### config.mk
export PLATFORM = sky130hd
export DESIGN_NAME = udp_tx_scheduler
export DESIGN_NICKNAME = d
export VERILOG_FILES = /design/src/rtl/udp_tx_sched_pkg.sv /design/src/rtl/sched_cycle_timer.sv /design/src/rtl/udp_tx_scheduler.sv
export SDC_FILE = /design/constraint.sdc
export NUM_CORES = 1
export LEC_CHECK = 0
export ABC_AREA = 1
export CAP_MARGIN = 20
export CORE_ASPECT_RATIO = 0.5
export CORE_UTILIZATION = 30
export CTS_BUF_LIST = sky130_fd_sc_hd__clkbuf_4 sky130_fd_sc_hd__clkbuf_8 sky130_fd_sc_hd__clkbuf_16
export DETAILED_ROUTE_END_ITERATION = 12
export HOLD_SLACK_MARGIN = 0.03
export SYNTH_ARGS = -nofsm -noshare
export SYNTH_HDL_FRONTEND = slang
export SYNTH_HIERARCHICAL = 1
export SYNTH_SLANG_ARGS = --single-unit
### constraint.sdc
create_clock -name clk_i -period 2.5 [get_ports clk_i]
set_input_delay 0.5 -clock clk_i [delete_from_list [all_inputs] [get_ports clk_i]]
set_output_delay 0.5 -clock clk_i [all_outputs]
set_load 0.05 [all_outputs]
### src/rtl/udp_tx_sched_pkg.sv
// Shared types and widths for the UDP transmit scheduler.
package udp_tx_sched_pkg;

    localparam int PKT_LEN_W = 16;
    localparam int FRAME_W   = 32;

    typedef enum logic [2:0] {
        IDLE,
        CALC,
        WAIT_DATA,
        SEND,
        WAIT_DONE,
        GAP,
        DONE
    } sched_state_e;

endpackage

### src/rtl/sched_cycle_timer.sv
// Loadable down-counter with a zero flag. The scheduler shares one instance
// between the inter-packet gap and the watchdog.
module sched_cycle_timer #(
    parameter int unsigned WIDTH = 8
) (
    input  logic             clk_i,
    input  logic             reset_i,
    input  logic             load_i,
    input  logic [WIDTH-1:0] load_val_i,
    output logic             zero_o
);

    logic [WIDTH-1:0] count_q;
    logic [WIDTH-1:0] count_d;

    // A load wins over counting; once at zero the count holds there.
    always_comb begin
        count_d = count_q;
        if (load_i) begin
            count_d = load_val_i;
        end else if (count_q != '0) begin
            count_d = count_q - WIDTH'(1);
        end
    end

    always_ff @(posedge clk_i) begin
        if (reset_i) begin
            count_q <= '0;
        end else begin
            count_q <= count_d;
        end
    end

    assign zero_o = (count_q == '0);

endmodule

### src/rtl/udp_tx_scheduler.sv
// Splits one acquisition frame into UDP transmit requests of at most MAX_PAYLOAD bytes.
// Define TX_SCHED_TIMEOUT_EN to enable the WAIT_DATA/WAIT_DONE watchdog and the err flag.
module udp_tx_scheduler
    import udp_tx_sched_pkg::*;
#(
    parameter int unsigned MAX_PAYLOAD    = 1024,
    parameter int unsigned IPG_CYCLES     = 64,
    parameter int unsigned TIMEOUT_CYCLES = 1250000,
    parameter int unsigned CNT_W          = 15
) (
    input  logic                 clk_i,
    input  logic                 reset_i,
    input  logic                 restart_req_i,
    input  logic [FRAME_W-1:0]   frame_bytes_i,
    input  logic [CNT_W-1:0]     fifo_rd_count_i,
    input  logic                 fifo_empty_i,
    input  logic                 tx_done_i,
    output logic                 tx_en_pulse_o,
    output logic [PKT_LEN_W-1:0] pkt_len_o,
    output logic [PKT_LEN_W-1:0] pkt_seq_o,
    output logic                 busy_o,
    output logic                 frame_done_o,
    output logic                 err_o
);

    localparam int unsigned TIMER_MAX = (TIMEOUT_CYCLES > IPG_CYCLES) ? TIMEOUT_CYCLES : IPG_CYCLES;
    localparam int unsigned TIMER_W   = $clog2(TIMER_MAX + 1);

    sched_state_e         state_q;
    logic                 restart_prev_q;
    logic [FRAME_W-1:0]   remaining_q;
    logic [PKT_LEN_W-1:0] pkt_len_q;
    logic [PKT_LEN_W-1:0] pkt_seq_q;
    logic                 tx_en_pulse_q;
    logic                 busy_q;
    logic                 frame_done_q;
    logic                 zero_frame_q;

    logic                 start_edge;
    logic                 data_ready;
    logic [FRAME_W-1:0]   rem_after_pkt;
    logic                 timer_load;
    logic [TIMER_W-1:0]   timer_val;
    logic                 timer_zero;

    assign start_edge    = restart_req_i && !restart_prev_q;
    assign data_ready    = !fifo_empty_i && (PKT_LEN_W'(fifo_rd_count_i) >= pkt_len_q);
    assign rem_after_pkt = remaining_q - FRAME_W'(pkt_len_q);

    // The timer is reloaded on the edge that enters GAP, or (with the watchdog)
    // on the edges that enter WAIT_DATA and WAIT_DONE.
    always_comb begin
        timer_load = 1'b0;
        timer_val  = TIMER_W'(IPG_CYCLES - 1);
        if (state_q == WAIT_DONE && tx_done_i) begin
            timer_load = 1'b1;
        end
`ifdef TX_SCHED_TIMEOUT_EN
        if (state_q == CALC || state_q == SEND) begin
            timer_load = 1'b1;
            timer_val  = TIMER_W'(TIMEOUT_CYCLES - 1);
        end
`endif
    end

    sched_cycle_timer #(
        .WIDTH (TIMER_W)
    ) u_timer (
        .clk_i      (clk_i),
        .reset_i    (reset_i),
        .load_i     (timer_load),
        .load_val_i (timer_val),
        .zero_o     (timer_zero)
    );

`ifdef TX_SCHED_TIMEOUT_EN
    logic err_q;
    assign err_o = err_q;
`else
    assign err_o = 1'b0;
`endif

    always_ff @(posedge clk_i) begin
        if (reset_i) begin
            state_q        <= IDLE;
            restart_prev_q <= 1'b0;
            remaining_q    <= '0;
            pkt_len_q      <= '0;
            pkt_seq_q      <= '0;
            tx_en_pulse_q  <= 1'b0;
            busy_q         <= 1'b0;
            frame_done_q   <= 1'b0;
            zero_frame_q   <= 1'b0;
`ifdef TX_SCHED_TIMEOUT_EN
            err_q          <= 1'b0;
`endif
        end else begin
            restart_prev_q <= restart_req_i;
            tx_en_pulse_q  <= 1'b0;
            frame_done_q   <= 1'b0;
            case (state_q)
                IDLE: begin
                    if (start_edge) begin
                        busy_q    <= 1'b1;
                        pkt_seq_q <= '0;
`ifdef TX_SCHED_TIMEOUT_EN
                        err_q     <= 1'b0;
`endif
                        if (frame_bytes_i == '0) begin
                            zero_frame_q <= 1'b1;
                            state_q      <= DONE;
                        end else begin
                            remaining_q <= frame_bytes_i;
                            state_q     <= CALC;
                        end
                    end
                end
                CALC: begin
                    if (remaining_q < FRAME_W'(MAX_PAYLOAD)) begin
                        pkt_len_q <= remaining_q[PKT_LEN_W-1:0];
                    end else begin
                        pkt_len_q <= PKT_LEN_W'(MAX_PAYLOAD);
                    end
                    state_q <= WAIT_DATA;
                end
                WAIT_DATA: begin
                    if (data_ready) begin
                        tx_en_pulse_q <= 1'b1;
                        state_q       <= SEND;
                    end
`ifdef TX_SCHED_TIMEOUT_EN
                    else if (timer_zero) begin
                        err_q   <= 1'b1;
                        busy_q  <= 1'b0;
                        state_q <= IDLE;
                    end
`endif
                end
                SEND: begin
                    state_q <= WAIT_DONE;
                end
                WAIT_DONE: begin
                    if (tx_done_i) begin
                        remaining_q <= rem_after_pkt;
                        if (rem_after_pkt == '0) begin
                            frame_done_q <= 1'b1;
                            state_q      <= DONE;
                        end else begin
                            pkt_seq_q <= pkt_seq_q + PKT_LEN_W'(1);
                            state_q   <= GAP;
                        end
                    end
`ifdef TX_SCHED_TIMEOUT_EN
                    else if (timer_zero) begin
                        err_q   <= 1'b1;
                        busy_q  <= 1'b0;
                        state_q <= IDLE;
                    end
`endif
                end
                GAP: begin
                    if (timer_zero) begin
                        state_q <= CALC;
                    end
                end
                DONE: begin
                    // An empty frame dwells here one extra cycle so its pulse lands two cycles after the edge.
                    if (zero_frame_q) begin
                        zero_frame_q <= 1'b0;
                        frame_done_q <= 1'b1;
                    end else begin
                        busy_q  <= 1'b0;
                        state_q <= IDLE;
                    end
                end
                default: begin
                    busy_q  <= 1'b0;
                    state_q <= IDLE;
                end
            endcase
        end
    end

    assign tx_en_pulse_o = tx_en_pulse_q;
    assign pkt_len_o     = pkt_len_q;
    assign pkt_seq_o     = pkt_seq_q;
    assign busy_o        = busy_q;
    assign frame_done_o  = frame_done_q;

endmodule

==> impl_metrics.tcl, run 1 <==
set metrics [dict create \
    fin_crit_ns 2.77 \
    ctsHoldBuffers 0 \
    synth_top_flop_cell "dfxtp_1" \
    syn_to_final_growth_pct 48.1 \
    powerDensity_nw_per_um2 1440 \
    yosysMostFrequentCell "nand2_1" \
    cts.root.buffer_cell "clkbuf_16" \
    leakage_nw 4.69 \
    worst_ep_arrival_time_ns 3.02 \
    dieArea_um2 24400 \
    netlist_area_um2 7130 \
    n_fill_cell 2364 \
    total_power_w 0.0152 \
    grt_usage_pct 21.4 \
    num-nets-final 1503 \
    hold_viol 0 \
    finalSetupTns_ns -4.40 \
    ys_top_cells_by_count "nand2_1 (316), inv_1 (143), nor2_1 (121)" \
    num_rows 39 \
    violations "DRC, setup timing" \
    post_synth_inst_count 1154 \
    placedCellCount 1703 \
    gp_congestion 0.955 \
    stdcell_count 1728 \
    globalRoute.totalOverflow 0 \
    relSlewSlack_pct 40.0 \
    clock_path_buffers 2 \
    synth.avg_cell_area_um2 6.18 \
    htreeDepth 3 \
    viasPerCell 4.87 \
    grt_pass1_wl_mm 41.6 \
    crit_type "flip-flop to flip-flop" \
    cts_tree "yes" \
    synth-seq-cells 93 \
    final_antenna_net_count 0 \
    path_delay_family "simple AND/OR/NAND/NOR gates" \
    fin_crit_sh_pct 111 \
    synth_top_area_share_pct 26.1 \
    yosys.area.top_type "dfxtp_1" \
    cts.sinks 93 \
    die_w_um 220 \
    first_pass_iters 9 \
    status "finished with violations" \
    clk_latency_ns 0.37 \
    vias 8410 \
    setup_viol 18 \
    synth_cell_type_count 45 \
    holdCritPathClass "flip-flop to flip-flop" \
    cap_viol_max_count 0 \
    drc 1 \
    grt_pass1_vias 8173 \
    setup_ws_ns -0.271 \
    crit_chain "inv_1, ha_4, nand2_2, inv_1, a21oi_1, nand2_2, nand2_1, nand2_1, nand2_2, nand2_1, nand2_1, nand2_2, nor2_1, nand2_1, nor2_2, nand2_2, nand2_4, nand2_8, buf_12, nand3_1, a21oi_2" \
    dp_hpwl_mm 19.4 \
    endpoint "pkt_seq_o[13]" \
    cp_max_fo 9 \
    drtIter0Drc 581 \
    worstPathRequired_ns 2.75 \
    worstMarginPinSlew_ns 0.899 \
    diodes 0 \
    rsz0062_at_grt "true" \
    core_um2 23100 \
    fmax_ghz 0.361 \
    detail_route.wl_per_cell_um 14.8 \
    fin_util_pct 45.8 \
    crit_buf_inv 3 \
    reg2reg_to "pkt_seq_o[13]" \
    finalClockSkew_ns 0.0123 \
    startpoint_type "flip-flop" \
    rrSetupSlack_ns -0.27 \
    antenna_found_initial 0 \
    slew_violations 0 \
    worst_ir_drop_vdd_mv 0.635 \
    drive_gt1_share_pct 26.1 \
    endpoint_kind "flip-flop" \
    r2r-start "pkt_len_o[6]" \
    slowest_stage "dfxtp_4" \
    io_pins 88 \
    synth_edf_count 0 \
    die_y_um 111 \
    port-buffer-count 86 \
    wl_mm 25.6 \
    synth.area.top_cells "dfxtp_1 (26%), nand2_1 (17%), inv_1 (7.5%)" \
    ys_async_sr_fraction_pct 0 \
    ys_seq_area_share_pct 26.1 \
    grt_max_degree 64 \
    cp_slowest_stage_delay_ns 0.34 \
    path_depth 21 \
    path_clk_slew_ns 0.07 \
    start_util_pct 30.9 \
    ys_warn_count 6 \
    cts_made_buffers 9 \
    startpoint "pkt_len_o[6]" \
    r2r_cells 21 \
    dpl_worst_slack_ns -0.358 \
]
-- state kept, by name (all words and copies together) (netlist names) --
signal,cells
remaining_q,32
restart_prev_q,1
pkt_len_o,16
state_q,3
frame_done_o,1
u_timer/count_q,21
pkt_seq_o,16
tx_en_pulse_o,1
zero_frame_q,1
busy_o,1
-- repair_timing --
item | 4_1_cts | 5_1_grt
buffers inserted | 4 | 4
gates resized for setup | 31 | 50
setup endpoints to repair | 19 | 44
pin swaps | 6 | 21
cloned | 1 | 1
-- metrics by stage --
step / hold slack, ns / area [um^2]
6_report: 0.475 / 10600
5_1_grt: 0.508 / 10600
4_1_cts: 0.473 / 10300
3_5_place_dp: 0.449 / 9860
3_3_place_gp: 0.449 / 9860
2_1_floorplan: 0.429 / 7430
-- cells in the final DEF (no fill, tap or decap), drive strengths merged, types with 14 or more instances in the layout --
cell	instances
a211oi	14
a21oi	105
a221oi	14
buf	177
clkdlybuf4s50	85
conb	22
dfxtp	93
ha	34
inv	156
nand2	342
nand3	89
nand4	16
nor2	141
nor3	19
nor4	14
o21ai	35
xor2	16
-- kinds of logic after synthesis --
group	Yosys count	synth area share (%)
other	2	0.105
buffers and inverters	190	10.5
xor gates and xnor gates	19	2.33
AOI/OAI and AO/OA	182	15.2
DFF	93	26.1
adders and majority gates	35	6.25
and+or+nand+nor	633	39.5
-- layer usage --
layer / track usage [%] / vias up / wire length, um
li1: - / 4278 / -
met1: 30.4 / 3882 / 12600
met2: 33.6 / 224 / 11200
met3: 3.35 / 26 / 1460
met4: 5.29 / 0 / 430
met5: 0 / - / 0
-- area by class of cell --
class | instances | area, um^2 | share of cell area (%)
Multi-Input combinational cell | 892 | 5080 | 48.1
Timing Repair Buffer | 263 | 2290 | 21.7
Sequential cell | 93 | 1920 | 18.2
Inverter | 157 | 603 | 5.71
Tap cell | 307 | 384 | 3.64
Clock buffer | 10 | 239 | 2.26
Clock inverter | 6 | 46.3 | 0.438
-- worst min path at each step --
stage / end / start / depth (start not counted) / slack, ns
after CTS: pkt_len_o[0] / remaining_q[0] / 2 / 0.47
after global routing: pkt_len_o[0] / remaining_q[0] / 2 / 0.51
after global placement: pkt_len_o[0] / remaining_q[0] / 2 / 0.45
after detailed placement: pkt_len_o[0] / remaining_q[0] / 2 / 0.45
after floorplan: pkt_len_o[0] / remaining_q[0] / 2 / 0.43
final: u_timer/count_q[20] / u_timer/count_q[20] / 2 / 0.47
-- worst register-to-register path, cell delays in order (launching register included) --
cell     delay, ns
dfxtp_4       0.34
inv_1         0.12
ha_4          0.24
nand2_2       0.10
inv_1         0.05
a21oi_1       0.16
nand2_2       0.15
nand2_1       0.12
nand2_1       0.10
nand2_2       0.13
nand2_1       0.07
nand2_1       0.07
nand2_2       0.07
nor2_1        0.13
nand2_1       0.09
nor2_2        0.14
nand2_2       0.08
nand2_4       0.09
nand2_8       0.10
buf_12        0.17
nand3_1       0.08
a21oi_2       0.06
-- power breakdown --
group	internal, W	total [W]	leakage, nW	switching [W]
clock network	0.000711	0.00139	0.141	0.000676
registers	0.00199	0.00245	0.775	0.000465
logic	0.00475	0.0114	3.77	0.00662
total	0.00745	0.0152	4.69	0.00776
(Power assumes the default switching activity.)
==> inputs of run 2 (changes only) <==
--- a/config.mk
+++ b/config.mk
@@ -8,10 +8,11 @@
 export ABC_AREA = 1
 export CAP_MARGIN = 20
 export CORE_ASPECT_RATIO = 0.5
-export CORE_UTILIZATION = 30
+export CORE_UTILIZATION = 45
 export CTS_BUF_LIST = sky130_fd_sc_hd__clkbuf_4 sky130_fd_sc_hd__clkbuf_8 sky130_fd_sc_hd__clkbuf_16
 export DETAILED_ROUTE_END_ITERATION = 12
 export HOLD_SLACK_MARGIN = 0.03
+export PLACE_DENSITY = 0.69
 export SYNTH_ARGS = -nofsm -noshare
 export SYNTH_HDL_FRONTEND = slang
 export SYNTH_HIERARCHICAL = 1
==> run 2 against run 1 <==
Effect of this change: the run ends with setup timing left; worst hold slack worse by 0.019 ns; register-to-register slack worse by 0.09 ns; routed wire length is 1.4% lower; global-route usage is 9.5 points higher; sequential cell count stayed put.
==> impl_metrics.tcl, run 2 (synthesized netlist as in run 1, its figures left out) <==
set metrics [dict create \
    core_um2 15500 \
    grt_pass1_vias 8040 \
    gp_congestion 1.01 \
    clock_path_buffers 2 \
    detail_route.wl_per_cell_um 15.9 \
    cap_viol_max_count 0 \
    drtIter0Drc 705 \
    min_path_cells 2 \
    htreeDepth 3 \
    grt_max_degree 64 \
    cts_tree "yes" \
    setup_ws_ns -0.357 \
    finalSetupTns_ns -5.70 \
    worst_ir_drop_vdd_mv 0.964 \
    final_antenna_net_count 0 \
    cp_slowest_stage_delay_ns 0.35 \
    first_pass_iters 6 \
    dpl_worst_slack_ns -0.377 \
    crit_type "flip-flop to flip-flop" \
    fin_crit_sh_pct 114 \
    cts.root.buffer_cell "clkbuf_16" \
    syn_to_final_growth_pct 42.4 \
    diodes 0 \
    die_y_um 91.0 \
    placedCellCount 1568 \
    final_common_cell "nand2_1" \
    setup_viol 19 \
    worstMarginPinSlew_ns 0.775 \
    finalClockSkew_ns 0.0137 \
    min_from "remaining_q[0]" \
    final_cell_mix "nand2_1 (283), inv_1 (138), buf_4 (133)" \
    slowest_stage "dfxtp_4" \
    die_w_um 180 \
    regMostFlops "remaining_q" \
    dieArea_um2 16400 \
    powerDensity_nw_per_um2 1470 \
    path_clk_slew_ns 0.07 \
    cts.sinks 93 \
    top_regs "remaining_q: 32 flops, u_timer/count_q: 21 flops" \
    fmax_ghz 0.350 \
    fin_crit_ns 2.86 \
    num_rows 32 \
    vias 8519 \
    hold_viol 0 \
    port-buffer-count 86 \
    status "finished with violations" \
    holdCritPathClass "flip-flop to flip-flop" \
    n_fill_cell 1401 \
    cts_made_buffers 9 \
    total_power_w 0.0149 \
    worstPathRequired_ns 2.73 \
    r2r-start "pkt_len_o[4]" \
    crit_top_cell "nand2_1" \
    num-nets-final 1469 \
    relSlewSlack_pct 48.3 \
    wl_mm 25.3 \
    r2r_cells 21 \
    worst_ep_arrival_time_ns 3.09 \
    whs_ns 0.456 \
    io_pins 88 \
    antenna_found_initial 1 \
    crit_chain "inv_1, ha_4, nand2_1, inv_2, nand2_1, nor2_1, buf_4, nand3_1, nand3_1, nand2_1, nand2_1, nand2_2, nor2_4, nand2_2, nor2_4, nand2_2, nand2_4, nand2_8, clkbuf_16, nand3_1, a21oi_2" \
    stdcell_count 1591 \
    viasPerCell 5.35 \
    clk_latency_ns 0.35 \
    largest_reg_flops 32 \
    rsz0062_at_grt "true" \
    grt_pass1_wl_mm 40.5 \
    drive_gt1_share_pct 24.2 \
    rrSetupSlack_ns -0.36 \
    reg2reg_to "pkt_seq_o[12]" \
    grt_usage_pct 30.9 \
    endpoint_kind "flip-flop" \
    startpoint_type "flip-flop" \
    start_util_pct 46.1 \
    hold_end "pkt_len_o[0]" \
    leakage_nw 4.54 \
    violations "setup timing" \
    globalRoute.totalOverflow 0 \
    slew_violations 0 \
    dp_hpwl_mm 18.9 \
    cp_max_fo 6 \
    drc 0 \
]
run 2: changes by cell type in the layout (fill, tap and decap cells not counted), moves of 3 or more:
cell / change
inv_1: +3
nor2_1: +4
nand2_1: -12
a21oi_2: -4
a21oi_1: +3
nor2_2: -6
clkinvlp_4: -4
nand2_4: +3
nor3_2: -3
buf_4: -34
nand2_2: +9
run 2: cell type report:
class,instances,area (um^2),area share [%]
tap,204,255,2.51
clock buffer,11,240,2.37
clock inverter,5,33.8,0.333
multi-input combinational,892,5080,50.0
timing repair buffer,229,2030,20.0
sequential,93,1920,18.9
inverter,157,592,5.83
run 2: how the worst max path moves through the flow:
stage | start | to | depth (start not counted)
after CTS | remaining_q[0] | pkt_seq_o[12] | 23
after global placement | remaining_q[0] | pkt_seq_o[1] | 24
after global routing | pkt_len_o[7] | pkt_seq_o[15] | 21
after floorplan | pkt_len_o[0] | pkt_seq_o[9] | 22
final | pkt_len_o[4] | pkt_seq_o[12] | 21
after detailed placement | remaining_q[0] | pkt_seq_o[1] | 24
run 2: routing by layer:
layer / vias to the layer above / global-route usage (%) / part of all wire [%] / routed length [um]
li1: 4200 / - / - / -
met2: 353 / 48.1 / 43 / 10900
met1: 3924 / 44.1 / 47 / 11900
met4: 2 / 7.12 / 1.5 / 376
met3: 40 / 5.74 / 8.1 / 2050
met5: - / 0 / 0.047 / 12
run 2: metrics by stage:
stage                     util (%)  instance area (um^2)
after CTS                     64.1                  9910
final                         65.7                 10200
after floorplan                  -                  7430
after detailed placement      61.3                  9470
after global placement        61.3                  9470
after global routing          65.7                 10200
run 2: repair_timing:
| action | in CTS | in global routing |
|---|---|---|
| gates cloned | 1 | 2 |
| resized for setup | 31 | 56 |
| endpoints found under the setup margin | 19 | 51 |
| hold buffers | 0 | 0 |
| pin swaps | 7 | 18 |
| buffers inserted | 2 | 2 |
| endpoints found under the hold margin | 0 | 0 |
run 2: worst max-delay path: cells and delay by family, from the launching register on:
kind                     cells  cell delay [ns]
AO/OA/AOI/OAI                1             0.06
adder cells (fa/ha/maj)      1             0.29
buffers and inverters        4             0.49
flip-flops                   1             0.35
AND/OR/NAND/NOR             15             1.56
run 2: where the power goes:
part           internal [W]  switching (W)  leakage [nW]
clock network      0.000703       0.000631         0.141
registers           0.00199       0.000488         0.775
logic               0.00448        0.00658          3.63
total               0.00718        0.00770          4.54
